## src/rtl/upmixer_if.sv

```systemverilog
// Baseband-in / DAC-out bundle for the upmixer.
//   in_valid, I_in, Q_in      : baseband sample offered by the modulator
//   in_ready                  : strobe, sample taken this cycle
//   cos_carrier, sin_carrier  : signed 8-bit carrier (+127 = 1.0)
//   dac_out, dac_valid        : mixed real output sample and its update flag
//   underrun                  : in_ready fired while no sample was offered
// master = modulator/carrier side, slave = upmixer.
interface upmixer_if #(
    parameter int NIN  = 16,
    parameter int NOUT = 16
);
    logic                   in_valid;
    logic signed [NIN-1:0]  I_in;
    logic signed [NIN-1:0]  Q_in;
    logic                   in_ready;
    logic signed [7:0]      cos_carrier;
    logic signed [7:0]      sin_carrier;
    logic signed [NOUT-1:0] dac_out;
    logic                   dac_valid;
    logic                   underrun;

    modport master (
        output in_valid, I_in, Q_in, cos_carrier, sin_carrier,
        input  in_ready, dac_out, dac_valid, underrun
    );

    modport slave (
        input  in_valid, I_in, Q_in, cos_carrier, sin_carrier,
        output in_ready, dac_out, dac_valid, underrun
    );
endinterface

```

## src/rtl/upmixer.sv

```systemverilog
// I/Q upmixer: takes complex baseband at clk/R, interpolates each rail by R
// with a 3-stage CIC (combs at the low rate, zero-stuff, integrators at clk),
// scales by SHIFT, mixes with the external cos/sin carrier and produces one
// real DAC sample per enabled clk.
// Ports:
//   clk   system clock
//   rstn  asynchronous reset, active low
//   en    global enable; low freezes all state
//   bus   upmixer_if slave: baseband handshake, carrier in, DAC out
module upmixer #(
    parameter int NIN   = 16,
    parameter int NMAX  = 32,
    parameter int NOUT  = 16,
    parameter int R     = 20,
    parameter int SHIFT = 9
) (
    input  logic     clk,
    input  logic     rstn,
    input  logic     en,
    upmixer_if.slave bus
);

    localparam int CW = (R > 1) ? $clog2(R) : 1;
    localparam int BW = NIN + 1;     // scaled CIC output width
    localparam int PW = BW + 8 + 1;  // mixer product width incl. subtraction

    localparam logic signed [NMAX-1:0] B_MAX = {{(NMAX-NIN){1'b0}}, {NIN{1'b1}}};
    localparam logic signed [NMAX-1:0] B_MIN = {{(NMAX-NIN){1'b1}}, {NIN{1'b0}}};
    localparam logic signed [PW-1:0]   O_MAX = {{(PW-NOUT+1){1'b0}}, {(NOUT-1){1'b1}}};
    localparam logic signed [PW-1:0]   O_MIN = {{(PW-NOUT+1){1'b1}}, {(NOUT-1){1'b0}}};

    function automatic logic signed [BW-1:0] sat_b(input logic signed [NMAX-1:0] v);
        if (v > B_MAX)      return B_MAX[BW-1:0];
        else if (v < B_MIN) return B_MIN[BW-1:0];
        else                return v[BW-1:0];
    endfunction

    function automatic logic signed [NOUT-1:0] sat_out(input logic signed [PW-1:0] v);
        if (v > O_MAX)      return O_MAX[NOUT-1:0];
        else if (v < O_MIN) return O_MIN[NOUT-1:0];
        else                return v[NOUT-1:0];
    endfunction

    logic [CW-1:0]          cnt;
    logic                   in_ready_c;

    // Index 0 = I rail, index 1 = Q rail.
    logic signed [NMAX-1:0] x_p0     [2];
    logic signed [NMAX-1:0] y1       [2];
    logic signed [NMAX-1:0] y2       [2];
    logic signed [NMAX-1:0] y3       [2];
    logic signed [NMAX-1:0] z1       [2];
    logic signed [NMAX-1:0] z2       [2];
    logic signed [NMAX-1:0] z3       [2];
    logic signed [NMAX-1:0] comb_p1  [2];
    logic                   vld_p1;
    logic signed [NMAX-1:0] integ_in [2];
    logic signed [NMAX-1:0] i1_p2    [2];
    logic signed [NMAX-1:0] i2_p3    [2];
    logic signed [NMAX-1:0] i3_p4    [2];
    logic signed [NMAX-1:0] i3_sh    [2];
    logic signed [BW-1:0]   b_i;
    logic signed [BW-1:0]   b_q;
    logic signed [PW-1:0]   prod;
    logic signed [PW-1:0]   prod_sh;
    logic signed [NOUT-1:0] dac_out_p5;
    logic                   vld_p5;

    assign in_ready_c   = en && (cnt == CW'(R - 1));
    assign bus.in_ready = in_ready_c;
    // A missing sample on the transfer cycle is replaced by zero, not stalled.
    assign bus.underrun = in_ready_c && !bus.in_valid;

    always_comb begin
        x_p0[0] = bus.in_valid ? {{(NMAX-NIN){bus.I_in[NIN-1]}}, bus.I_in} : '0;
        x_p0[1] = bus.in_valid ? {{(NMAX-NIN){bus.Q_in[NIN-1]}}, bus.Q_in} : '0;
        for (int r = 0; r < 2; r++) begin
            y1[r]       = x_p0[r] - z1[r];
            y2[r]       = y1[r] - z2[r];
            y3[r]       = y2[r] - z3[r];
            // Zero-stuffing: the comb result enters the integrators once.
            integ_in[r] = vld_p1 ? comb_p1[r] : '0;
            i3_sh[r]    = i3_p4[r] >>> SHIFT;
        end
        b_i     = sat_b(i3_sh[0]);
        b_q     = sat_b(i3_sh[1]);
        prod    = PW'(b_i) * PW'(bus.cos_carrier) - PW'(b_q) * PW'(bus.sin_carrier);
        prod_sh = prod >>> 7;
    end

    always_ff @(posedge clk or negedge rstn) begin
        if (!rstn) begin
            cnt        <= '0;
            vld_p1     <= 1'b0;
            vld_p5     <= 1'b0;
            dac_out_p5 <= '0;
            for (int r = 0; r < 2; r++) begin
                z1[r]      <= '0;
                z2[r]      <= '0;
                z3[r]      <= '0;
                comb_p1[r] <= '0;
                i1_p2[r]   <= '0;
                i2_p3[r]   <= '0;
                i3_p4[r]   <= '0;
            end
        end else begin
            vld_p5 <= en;
            if (en) begin
                cnt    <= (cnt == CW'(R - 1)) ? '0 : cnt + 1'b1;
                // p0 -> p1: low-rate comb, updated only on the transfer cycle
                vld_p1 <= in_ready_c;
                for (int r = 0; r < 2; r++) begin
                    if (in_ready_c) begin
                        z1[r]      <= x_p0[r];
                        z2[r]      <= y1[r];
                        z3[r]      <= y2[r];
                        comb_p1[r] <= y3[r];
                    end
                    // p1 -> p4: integrators, modular arithmetic in NMAX bits
                    i1_p2[r] <= i1_p2[r] + integ_in[r];
                    i2_p3[r] <= i2_p3[r] + i1_p2[r];
                    i3_p4[r] <= i3_p4[r] + i2_p3[r];
                end
                // p4 -> p5: scale, mix, saturate
                dac_out_p5 <= sat_out(prod_sh);
            end
        end
    end

    assign bus.dac_out   = dac_out_p5;
    assign bus.dac_valid = vld_p5;

endmodule

```

## src/flat_wrapper.sv

```systemverilog
// flat-port wrapper written by rule: the top's interface ports become plain ports
module upmixer_flat 
#(
    parameter int NIN   = 16,
    parameter int NMAX  = 32,
    parameter int NOUT  = 16,
    parameter int R     = 20,
    parameter int SHIFT = 9
)
  (clk, rstn, en, bus_in_valid, bus_I_in, bus_Q_in, bus_cos_carrier, bus_sin_carrier, bus_in_ready, bus_dac_out, bus_dac_valid, bus_underrun);
  upmixer_if #(.NIN(NIN), .NOUT(NOUT)) bus_i ();
  input  logic clk;
  input  logic rstn;
  input  logic en;
  input wire logic [$bits(bus_i.in_valid)-1:0] bus_in_valid;
  input wire logic [$bits(bus_i.I_in)-1:0] bus_I_in;
  input wire logic [$bits(bus_i.Q_in)-1:0] bus_Q_in;
  input wire logic [$bits(bus_i.cos_carrier)-1:0] bus_cos_carrier;
  input wire logic [$bits(bus_i.sin_carrier)-1:0] bus_sin_carrier;
  output wire logic [$bits(bus_i.in_ready)-1:0] bus_in_ready;
  output wire logic [$bits(bus_i.dac_out)-1:0] bus_dac_out;
  output wire logic [$bits(bus_i.dac_valid)-1:0] bus_dac_valid;
  output wire logic [$bits(bus_i.underrun)-1:0] bus_underrun;
  assign bus_i.in_valid = bus_in_valid;
  assign bus_i.I_in = bus_I_in;
  assign bus_i.Q_in = bus_Q_in;
  assign bus_i.cos_carrier = bus_cos_carrier;
  assign bus_i.sin_carrier = bus_sin_carrier;
  assign bus_in_ready = bus_i.in_ready;
  assign bus_dac_out = bus_i.dac_out;
  assign bus_dac_valid = bus_i.dac_valid;
  assign bus_underrun = bus_i.underrun;
  upmixer #(.NIN(NIN), .NMAX(NMAX), .NOUT(NOUT), .R(R), .SHIFT(SHIFT)) u_core (.clk(clk), .rstn(rstn), .en(en), .bus(bus_i));
endmodule
```

## config.mk

```make
export PLATFORM = sky130hd
export DESIGN_NAME = upmixer_flat
export DESIGN_NICKNAME = d
export VERILOG_FILES = /design/src/rtl/upmixer_if.sv /design/src/rtl/upmixer.sv /design/src/flat_wrapper.sv
export SDC_FILE = /design/constraint.sdc
export NUM_CORES = 2
export LEC_CHECK = 0
export ABC_AREA = 1
export ABC_CLOCK_PERIOD_IN_PS = 5920
export BUFFER_PORTS_ARGS = -buffer_cell sky130_fd_sc_hd__buf_2
export CORE_MARGIN = 3
export CORE_UTILIZATION = 50
export CTS_BUF_LIST = sky130_fd_sc_hd__clkbuf_16
export DETAILED_ROUTE_END_ITERATION = 7
export PLACE_DENSITY = 0.73
export SKIP_CTS_REPAIR_TIMING = 1
export SYNTH_ARGS = -nofsm -noshare
export SYNTH_HDL_FRONTEND = slang
export SYNTH_SLANG_ARGS = --single-unit
```

## constraint.sdc

```tcl
create_clock -name clk -period 5.92 [get_ports clk]
set_input_delay 1.184 -clock clk [delete_from_list [all_inputs] [get_ports clk]]
set_output_delay 1.184 -clock clk [all_outputs]
set_load 0.03 [all_outputs]
```

==> reports/qor.csv <==
stage,metric,value,unit
sta,report.final.slew_viol_count,0,
critical_path,crit_path_end_kind,flip-flop,
logic_synthesis,synthDistinctLibCells,53,
logic_synthesis,synth_top_area_share,0.2460,
place,buffer_ports.inserted,70,
global_route,grt_pass1_wl,198300,microns
detailed_routing,topRoutingLayerUsed,met4,
detailed_routing,route.layer.met1.wl,52200,microns
sta,final-hold-violation-count,0,
logic_synthesis,synth.most_common_cell,nand2_1,
logic_synthesis,post_synth.cell_area_avg,7.273,sq um
floorplan,die_w,304.9,microns
clock_tree,ctsRootBufferMaster,clkbuf_16,
critical_path,worstPathRequired,6470,ps
logic_synthesis,most_frequent_cells_after_synthesis,"nand2_1 (1487), inv_1 (1087), o21ai_0 (496)",
clock_tree,ctsHtreeMaxLevel,2,
global_route,number_of_global_route_vias_before_repair,41406,
sta,slew_headroom,0.2946,
sta,finalSetupViolations,16,
final_layout,final_cells,8025,
final_layout,design.final.nets,7581,
logic_synthesis,synth_top_flop_cell,dfrtp_1,
floorplan,die_area,92950,sq um
place,place_congestion,0.9822,
logic_synthesis,number_of_synthesized_flops_with_an_enable_pin,0,
detailed_routing,post_drt_via_cell_ratio,5.120,
detailed_routing,dr_total_vias,41088,
detailed_routing,drc,0,
sta,grt_setup_unrepaired,yes,
critical_path,cpMostUsedCell,fa_1,
logic_synthesis,synth.top_cells.by_area,"dfrtp_1 (25%), nand2_1 (12%), fa_1 (12%)",
final_layout,seq_area,10990,sq um
final_layout,synth_to_final_area_change,21.79,%
clock_tree,cts-root-to-sink-buffers,3,
floorplan,design.portCount,71,
critical_path,worst-path-max-fanout,7,
logic_synthesis,synthArstFlopShare,1.000,
global_route,grt_start_max_net_pins,167,
clock_tree,cts_clk_pin_slew_worst_paths,60,ps
sta,clock_skew,22.81,ps
sta,period_share,1.173,
flow_run,max_cap_violations,0,
sta,clock_period_minus_final_worst_setup_slack,6945,ps
clock_tree,cts_tree,yes,
detailed_routing,drt-wirelength-per-cell,14.93,microns
final_layout,post_route_cells_drive_above_1_share,0.1694,
final_layout,antennaDiodeCount,0,
detailed_routing,finalWirelength,119800,microns
critical_path,criticalPathCategory,reg -> reg,
logic_synthesis,postSynthNetCount,6893,
final_layout,filler_cell_count_in_the_final_layout,7784,
run_status,result_of_the_run,finished with violations,
sta,timing_limited_maximum_frequency,144.0,MHz
logic_synthesis,yosys.area.top_type,dfrtp_1,
logic_synthesis,netlist_area,44660,sq um
clock_tree,clk_latency_worst_skew_pair,640,ps
detailed_routing,detailedRoute.firstPassIterationCount,6,
clock_tree,cts-buffers-inserted,52,
global_route,antenna_found_initial,0,
detailed_routing,route.antenna.remaining_nets,0,
place,place.detailed.instances,7909,
logic_synthesis,synth_seq_cells,439,
run_status,violations,setup timing,
sta,worst_slew_pin_slew,1058,ps
detailed_routing,dr_wl_met2,58720,microns
floorplan,floorplan.die.height,304.9,microns
logic_synthesis,synthesis.yosys.warnings,0,
clock_tree,numClockSinks,439,
logic_synthesis,part_of_the_yosys_area_used_for_sequential_elements,0.2460,
global_route,global_route.overflow_total,0,
detailed_routing,routed-wl-met3,4018,microns
floorplan,row_count,108,
critical_path,slowest_stage,fa_1,
final_layout,multi_input_comb_area,30190,sq um
floorplan,initial_utilization,0.5093,
logic_synthesis,syn_inst,6141,
critical_path,critical_path_arrival,7500,ps
floorplan,core-area,87700,sq um
global_route,gr-usage-all-layers,0.2557,
critical_path,cpPeakStageDelay,550,ps
place,post-dp-hpwl,96300,microns
hold_path,timing.hold.worst.class,reg -> reg,
critical_path,critPathLaunchType,flip-flop,
detailed_routing,dr.first_iter.drc_count,2385,
sta,fin_ws,-1025,ps
[final cells by class]
cell class	instances	area share
multi-input combinational	4478	0.5550
sequential	439	0.2020
timing repair buffer	765	0.1078
inverter	1092	0.07612
tap	1155	0.02657
clock buffer	53	0.02438
clock inverter	42	0.007959
timing repair inverter	1	0.0001380
[routing by layer]
layer | GRT usage | vias up
li1 | - | 20960
met1 | 0.3189 | 19086
met2 | 0.4570 | 795
met3 | 0.02444 | 247
met4 | 0.09892 | 0
met5 | 0 | -
[worst paths after layout]
check / from / to / slack [ps] / cells past startpoint
setup / recovery: u_core.i3_p4[62] / u_core.bus.dac_out[6] / -1030 / 35
hold / removal: u_core.comb_p1[1] / u_core.comb_p1[1] / 470 / 2
min in group asynchronous: rstn / u_core.i2_p3[62] / 590 / 1
setup reg to reg: u_core.i3_p4[62] / u_core.bus.dac_out[6] / -1030 / 35
hold reg to reg: u_core.comb_p1[1] / u_core.comb_p1[1] / 470 / 2
max in group asynchronous: rstn / u_core.i3_p4[27] / 3960 / 2
[placed cells by master, fill, tap and decap left out, types with 9 or more instances in the layout]
cell type  synthesis  final
o21ai_2            0     14
o211a_1           14     14
nor3_2             0      9
o21a_1            10     10
fa_2               0     13
a21o_1            39     39
a21oi_1          449    408
buf_4              0    670
a31oi_1           56     52
dfrtp_1          439    438
xor2_2             0      9
buf_2              3     67
nand2_2           10     43
clkbuf_16          0     54
nor3_1            82     72
clkinv_1           1     10
a21boi_0          13     11
buf_12             0     19
clkinv_2           0      9
nand2_1         1487   1448
or2_2             52     52
xor2_1           136    127
ha_1             425    396
o21ai_1           23     34
o21ai_0          496    469
inv_1           1087   1064
ha_4               0     25
fa_1             275    262
inv_2              4     26
xnor2_1          104    104
a21oi_2            1     39
nor2_1           451    425
nand4_1           32     32
nor2_2             0     15
o21bai_1          44     42
nand3_1          182    179
a221oi_1          18     13
nor2_4             1     12
[cell families (layout without fill, tap and decap cells)]
| logic type | after synthesis | after routing | share of synthesized area |
|---|---|---|---|
| adders and majority gates | 700 | 700 | 0.2423 |
| DFF | 439 | 439 | 0.2460 |
| buffers and inverters | 1224 | 1953 | 0.1035 |
| and+or+nand+nor | 2328 | 2328 | 0.2110 |
| AOI/OAI and AO/OA | 1210 | 1210 | 0.1502 |
| xor gates and xnor gates | 240 | 240 | 0.04707 |
[state kept, by name, summed over array words and instances, names as in the netlist]
register              count
u_core.comb_p1           64
u_core.i1_p2             64
u_core.i2_p3             64
u_core.i3_p4             64
u_core.z2                64
u_core.z3                64
u_core.z1                32
u_core.bus.dac_out       16
u_core.cnt                5
u_core.bus.dac_valid      1
u_core.vld_p1             1
[critical path, delay by kind of cell, from the launching register on]
kind	cells	cell delay, ps
AO/OA/AOI/OAI	2	430
adder cells (fa/ha/maj)	7	3230
buffers and inverters	9	1170
flip-flops	1	390
AND/OR/NAND/NOR	17	1650
[per-stage QoR]
stage | utilization | hold slack (ps) | setup WS, ps | TNS, ps | area [sq um]
floorplan | - | 434.0 | -333.0 | -4404 | 45240
global placement | 0.5894 | 456.7 | -1010 | -22380 | 51690
detailed placement | 0.5894 | 459.6 | -1073 | -24750 | 51690
CTS | 0.6095 | 475.1 | -946.0 | -14370 | 53450
global route | 0.6202 | 493.7 | -1326 | -20760 | 54390
finish | 0.6202 | 470.6 | -1025 | -15250 | 54390
Power is not shown: default switching activity piles up to over one toggle a cycle in this logic, so the estimate is an artifact.
